**config.mk**
```make
export PLATFORM = sky130hd
export DESIGN_NAME = color_button_ctrl_flat
export DESIGN_NICKNAME = d
export VERILOG_FILES = /design/src/rtl/color_button_if.sv /design/src/rtl/color_button_ctrl.sv /design/src/flat_wrapper.sv
export SDC_FILE = /design/constraint.sdc
export NUM_CORES = 1
export LEC_CHECK = 0
export ABC_AREA = 1
export CAP_MARGIN = 20
export CORE_ASPECT_RATIO = 0.75
export CORE_MARGIN = 2
export CORE_UTILIZATION = 40
export DETAILED_ROUTE_END_ITERATION = 8
export GPL_ROUTABILITY_DRIVEN = 0
export PLACE_DENSITY = 0.62
export SLEW_MARGIN = 10
export SYNTH_ARGS = -nofsm -noshare
export SYNTH_HDL_FRONTEND = slang
export SYNTH_SLANG_ARGS = --single-unit
```
**constraint.sdc**
```tcl
create_clock -name clk -period 4.76 [get_ports clk]
set_input_delay 0.476 -clock clk [delete_from_list [all_inputs] [get_ports clk]]
set_output_delay 0.476 -clock clk [all_outputs]
set_load 0.05 [all_outputs]
```
**src/rtl/color_button_if.sv**
```systemverilog
// Button-to-colour bus between the raw button pins, the frame timing
// and the colour-level consumer.
interface color_button_if;
  logic       btn_r;
  logic       btn_g;
  logic       btn_b;
  logic       frame_start;
  logic [3:0] level_r;
  logic [3:0] level_g;
  logic [3:0] level_b;
  logic [2:0] pressed;
  logic [2:0] step;

  modport master (
    output btn_r, btn_g, btn_b, frame_start,
    input  level_r, level_g, level_b, pressed, step
  );

  modport slave (
    input  btn_r, btn_g, btn_b, frame_start,
    output level_r, level_g, level_b, pressed, step
  );
endinterface

```
**src/rtl/color_button_ctrl.sv**
```systemverilog
// Debounced RGB push-buttons with auto-repeat driving three 4-bit
// colour levels that only change at frame start.
module color_button_ctrl #(
  parameter int DB_CYCLES    = 250000,
  parameter int REPEAT_DELAY = 12500000,
  parameter int REPEAT_RATE  = 2500000,
  parameter bit WRAP         = 1'b1
) (
  input logic           clk,
  input logic           rst,
  color_button_if.slave bus
);

  localparam int CW = $clog2(DB_CYCLES + 1);
  localparam logic [CW-1:0] DB_LAST = CW'(DB_CYCLES);
  localparam logic [23:0] RD_LAST = 24'(REPEAT_DELAY - 1);
  localparam logic [23:0] RR_LAST = 24'(REPEAT_RATE - 1);

  typedef enum logic [1:0] {
    IDLE,
    HOLD,
    REPEAT
  } state_e;

  logic [2:0]    btn;
  logic [2:0]    s1_q;
  logic [2:0]    s2_q;
  logic [2:0]    pressed_q;
  logic [2:0]    pressed_d;
  logic [CW-1:0] cnt_q     [3];
  logic [CW-1:0] cnt_d     [3];
  logic [3:0]    pending_q [3];
  logic [3:0]    pending_d [3];
  logic [3:0]    level_q   [3];
  logic [3:0]    level_d   [3];
  logic [2:0]    step;

  assign btn = {bus.btn_b, bus.btn_g, bus.btn_r};

  // Counter runs while s2 disagrees with the accepted level; any
  // agreement restarts the stability window.
  always_comb begin
    for (int i = 0; i < 3; i++) begin
      pressed_d[i] = pressed_q[i];
      cnt_d[i]     = '0;
      if (s2_q[i] != pressed_q[i]) begin
        if (cnt_q[i] == DB_LAST) begin
          pressed_d[i] = ~pressed_q[i];
        end else begin
          cnt_d[i] = cnt_q[i] + 1'b1;
        end
      end
      pending_d[i] = pending_q[i];
      if (step[i]) begin
        if (pending_q[i] == 4'hF && !WRAP) begin
          pending_d[i] = 4'hF;
        end else begin
          pending_d[i] = pending_q[i] + 4'd1;
        end
      end
      level_d[i] = bus.frame_start ? pending_q[i] : level_q[i];
    end
  end

  always_ff @(posedge clk or posedge rst) begin
    if (rst) begin
      s1_q      <= '0;
      s2_q      <= '0;
      pressed_q <= '0;
      for (int i = 0; i < 3; i++) begin
        cnt_q[i]     <= '0;
        pending_q[i] <= '0;
        level_q[i]   <= '0;
      end
    end else begin
      s1_q      <= btn;
      s2_q      <= s1_q;
      pressed_q <= pressed_d;
      for (int i = 0; i < 3; i++) begin
        cnt_q[i]     <= cnt_d[i];
        pending_q[i] <= pending_d[i];
        level_q[i]   <= level_d[i];
      end
    end
  end

  for (genvar g = 0; g < 3; g++) begin : g_ch
    state_e      state_q;
    logic [23:0] timer_q;
    logic        step_q;

    // Release is tested first so it wins over a same-cycle expiry.
    always_ff @(posedge clk or posedge rst) begin
      if (rst) begin
        state_q <= IDLE;
        timer_q <= '0;
        step_q  <= 1'b0;
      end else begin
        step_q <= 1'b0;
        unique case (state_q)
          IDLE: begin
            if (pressed_q[g]) begin
              step_q  <= 1'b1;
              state_q <= HOLD;
              timer_q <= '0;
            end
          end
          HOLD: begin
            if (!pressed_q[g]) begin
              state_q <= IDLE;
            end else if (timer_q == RD_LAST) begin
              step_q  <= 1'b1;
              state_q <= REPEAT;
              timer_q <= '0;
            end else begin
              timer_q <= timer_q + 24'd1;
            end
          end
          REPEAT: begin
            if (!pressed_q[g]) begin
              state_q <= IDLE;
            end else if (timer_q == RR_LAST) begin
              step_q  <= 1'b1;
              timer_q <= '0;
            end else begin
              timer_q <= timer_q + 24'd1;
            end
          end
          default: state_q <= IDLE;
        endcase
      end
    end

    assign step[g] = step_q;
  end

  assign bus.level_r = level_q[0];
  assign bus.level_g = level_q[1];
  assign bus.level_b = level_q[2];
  assign bus.pressed = pressed_q;
  assign bus.step    = step;

endmodule

```
**src/flat_wrapper.sv**
```systemverilog
// flat-port wrapper written by rule: the top's interface ports become plain ports
module color_button_ctrl_flat 
#(
  parameter int DB_CYCLES    = 250000,
  parameter int REPEAT_DELAY = 12500000,
  parameter int REPEAT_RATE  = 2500000,
  parameter bit WRAP         = 1'b1
)
  (clk, rst, bus_btn_r, bus_btn_g, bus_btn_b, bus_frame_start, bus_level_r, bus_level_g, bus_level_b, bus_pressed, bus_step);
  color_button_if bus_i ();
  input logic clk;
  input logic rst;
  input wire logic [$bits(bus_i.btn_r)-1:0] bus_btn_r;
  input wire logic [$bits(bus_i.btn_g)-1:0] bus_btn_g;
  input wire logic [$bits(bus_i.btn_b)-1:0] bus_btn_b;
  input wire logic [$bits(bus_i.frame_start)-1:0] bus_frame_start;
  output wire logic [$bits(bus_i.level_r)-1:0] bus_level_r;
  output wire logic [$bits(bus_i.level_g)-1:0] bus_level_g;
  output wire logic [$bits(bus_i.level_b)-1:0] bus_level_b;
  output wire logic [$bits(bus_i.pressed)-1:0] bus_pressed;
  output wire logic [$bits(bus_i.step)-1:0] bus_step;
  assign bus_i.btn_r = bus_btn_r;
  assign bus_i.btn_g = bus_btn_g;
  assign bus_i.btn_b = bus_btn_b;
  assign bus_i.frame_start = bus_frame_start;
  assign bus_level_r = bus_i.level_r;
  assign bus_level_g = bus_i.level_g;
  assign bus_level_b = bus_i.level_b;
  assign bus_pressed = bus_i.pressed;
  assign bus_step = bus_i.step;
  color_button_ctrl #(.DB_CYCLES(DB_CYCLES), .REPEAT_DELAY(REPEAT_DELAY), .REPEAT_RATE(REPEAT_RATE), .WRAP(WRAP)) u_core (.clk(clk), .rst(rst), .bus(bus_i));
endmodule
```
==> qor.csv <==
stage,metric,value,unit
critical_path,WS Path Type,reg -> out,
status,status,completed,
power_and_ir_drop,P_leak,4.89,nW
global_routing,gr ovfl total,0,
synthesis,biggest area consumer among synthesized cells,dfrtp_1,
final_layout,Total Nets Final,1329,
final_layout,fin area,0.0112,mm2
power_and_ir_drop,VDD IR max,0.233,mV
synthesis,"Net Count, Synth",1310,
synthesis,"FFs w/ async S/R, synth",1.00,
global_routing,antenna violations before repair,0,
floorplan,core region area,0.0249,mm2
global_routing,number of global-route vias before repair,7606,
timing,Final min period,2.42,ns
clock_tree,Post-CTS Resized,0,
synthesis,most common cell in the netlist,nand2_1,
final_layout,fill count,2487,
clock_tree,CTS Buf Count,17,
timing,Final Cycle Share,0.509,
critical_path,CP cell instances,clkdlybuf4s50_1,
route,first drt pass iteration count,6,
critical_path,slowest CP cell,clkdlybuf4s50_1,
power_and_ir_drop,clock power share,0.499,
timing,Final Setup Violations,0,
timing,final hold vios,0,
power_and_ir_drop,sequential power share,0.476,
timing,setup_tns,0,ns
run,max-cap violations,0,
synthesis,post-synthesis sequential area ratio,0.415,
floorplan,Rows,50,
timing,worst slew pin tran,0.966,ns
clock_tree,clk_lat worst skew,0.44,ns
placement,DP Cell Count,1618,
placement,IO buf count,23,
power_and_ir_drop,Combinational Power Share,0.025,
floorplan,num ports,24,
critical_path,max incr delay on CP,0.90,ns
placement,dpl cell area,0.0106,mm2
clock_tree,CTS Buffer Depth,2,
timing,f_max,413,MHz
timing,fin. max-slew vios,0,
power_and_ir_drop,internal power,2.35,mW
route,final antenna-violating net count,0,
global_routing,GRT Resource Usage Total,0.168,
final_layout,P&R area growth vs syn,10.9,%
critical_path,Crit path max-delay family,buffers and inverters,
floorplan,starting density of the core,0.406,
critical_path,WP buf/inv,1,
placement,Post-DP HPWL,14.9,mm
synthesis,top cell type's share of synthesized area,0.415,
timing,RSZ-0062 raised after global routing,no,
clock_tree,clk slew on worst S/H paths,0.07,ns
synthesis,Synth top cells by count,"nand2_1 (269), nor2_1 (188), dfrtp_1 (168)",
synthesis,synthesis-stage register bit count,168,
worst_hold_path,HP Class,reg -> reg,
final_layout,layout cells sized above 1,0.136,
final_layout,# diodes,0,
final_layout,Non-Filler Instances,1650,
critical_path,crit path max fanout,9,
route,1st-iter DRT viols,694,
clock_tree,Post-CTS Setup Inserts,0,
global_routing,first-pass GRT wire length,37.1,mm
power_and_ir_drop,power per cell area,271,mW/mm2
power_and_ir_drop,Sw Pwr,692,uW
route,drc violations,0,
power_and_ir_drop,Switching Share,0.228,
synthesis,Syn Inst Count,1280,
synthesis,Netlist Area Pre-Place,0.0101,mm2
critical_path,CP required,4.28,ns
synthesis,syn_area_per_cell,7.91,um2
route,vias per inst,4.97,
global_routing,largest net degree at the start of global routing,169,
route,total number of vias,8196,
critical_path,WP data arrival,1.95,ns
floorplan,die area,0.0266,mm2
timing,Rel. slew slack,0.356,
floorplan,Die H,142,um
final_layout,Final Util,0.451,
synthesis,number of synthesized flops with an enable pin,0,
critical_path,Critical Path Sink Type,output pin,
timing,clock skew,0.0127,ns
floorplan,Die Width,188,um
synthesis,Ys Warns,0,
route,routed len/inst,12.9,um
synthesis,top post-synthesis cells by area,"dfrtp_1 (42%), nand2_1 (10%), nor2_1 (7.0%)",
synthesis,"Top FF cell, synth",dfrtp_1,
clock_tree,CTS tree,built,
clock_tree,CTS Sinks,168,
clock_tree,Clk Tree Root Cell,clkbuf_16,
synthesis,unique cell type count in the Yosys netlist,46,
route,final wirelength,21.3,mm
clock_tree,Clock H-tree levels,4,
critical_path,Startpoint Class,flip-flop,
clock_tree,Hold Buf Count CTS,0,
[kinds of logic after synthesis]
group / after synthesis / share of synthesized area
AND/OR/NAND/NOR: 716 / 0.322
buffers and inverters: 180 / 0.0797
flip-flops: 168 / 0.415
AO/OA/AOI/OAI: 117 / 0.0857
XOR/XNOR: 65 / 0.0563
adder cells (fa/ha/maj): 24 / 0.0297
multiplexers: 10 / 0.0110
[sequential cells by signal, summed over array words and instances, names as in the netlist]
register and count:
u_core.g_ch.timer_q 72, u_core.cnt_q 54, u_core.pending_q 12, u_core.g_ch.state_q 6, u_core.bus.level_b 4, u_core.bus.level_g 4
u_core.bus.level_r 4, u_core.bus.pressed 3, u_core.g_ch.step_q 3, u_core.s1_q 3, u_core.s2_q 3
[area by class of cell]
cell class,count,area (um2),area share
tap,338,423,0.0377
clock inverter,15,213,0.0190
inverter,154,582,0.0518
timing repair buffer,26,265,0.0236
multi-input combinational,932,5110,0.455
clock buffer,17,425,0.0379
sequential,168,4200,0.375
[stage by stage]
step           setup WS [ns]  hold WS (ns)  power (mW)
3_5_place_dp            2.44         0.336        1.56
5_1_grt                 2.14         0.363        3.16
2_1_floorplan           2.14         0.331        1.53
6_report                2.34         0.353        3.04
4_1_cts                 2.32         0.353        3.09
3_3_place_gp            2.49         0.335        1.55
[worst paths after layout]
| kind | startpoint | slack [ns] | end | cells after the start |
|---|---|---|---|---|
| max | u_core.bus.pressed[0] | 2.34 | bus_pressed[0] | 1 |
| min | u_core.s1_q[1] | 0.35 | u_core.s2_q[1] | 0 |
| max reg2reg | u_core.g_ch[0].state_q[0] | 2.45 | u_core.g_ch[0].timer_q[14] | 8 |
| min reg2reg | u_core.s1_q[1] | 0.35 | u_core.s2_q[1] | 0 |
| max in group asynchronous | rst | 3.40 | u_core.g_ch[1].timer_q[11] | 3 |
| min in group asynchronous | rst | 0.58 | u_core.pending_q[8] | 3 |
[power groups by stage]
stage | logic [mW] | clock network (mW) | registers, mW
2_1_floorplan | 0.0486 | 0 | 1.48
3_3_place_gp | 0.0805 | 0 | 1.47
3_5_place_dp | 0.0809 | 0 | 1.47
4_1_cts | 0.0814 | 1.56 | 1.45
5_1_grt | 0.0908 | 1.62 | 1.45
6_report | 0.0775 | 1.52 | 1.45
[routing by layer]
metal  GRT usage  vias up  wire length, um
met4      0.0481        0              169
met1       0.260     3806            11500
met5           0        -                0
met2       0.233      198             8450
li1            -     4173                -
met3      0.0356       19             1130
[cells in the final DEF (no fill, tap or decap), types with 19 or more instances in the layout]
cell and count:
a21oi_2 60, ha_1 24, nor3_1 31, xor2_1 51, nor2_1 188, clkdlybuf4s50_1 23, nand3_1 113, inv_1 134
nand2_1 268, nand4_1 45, dfrtp_1 168, a21oi_1 19
(Power assumes the default switching activity.)
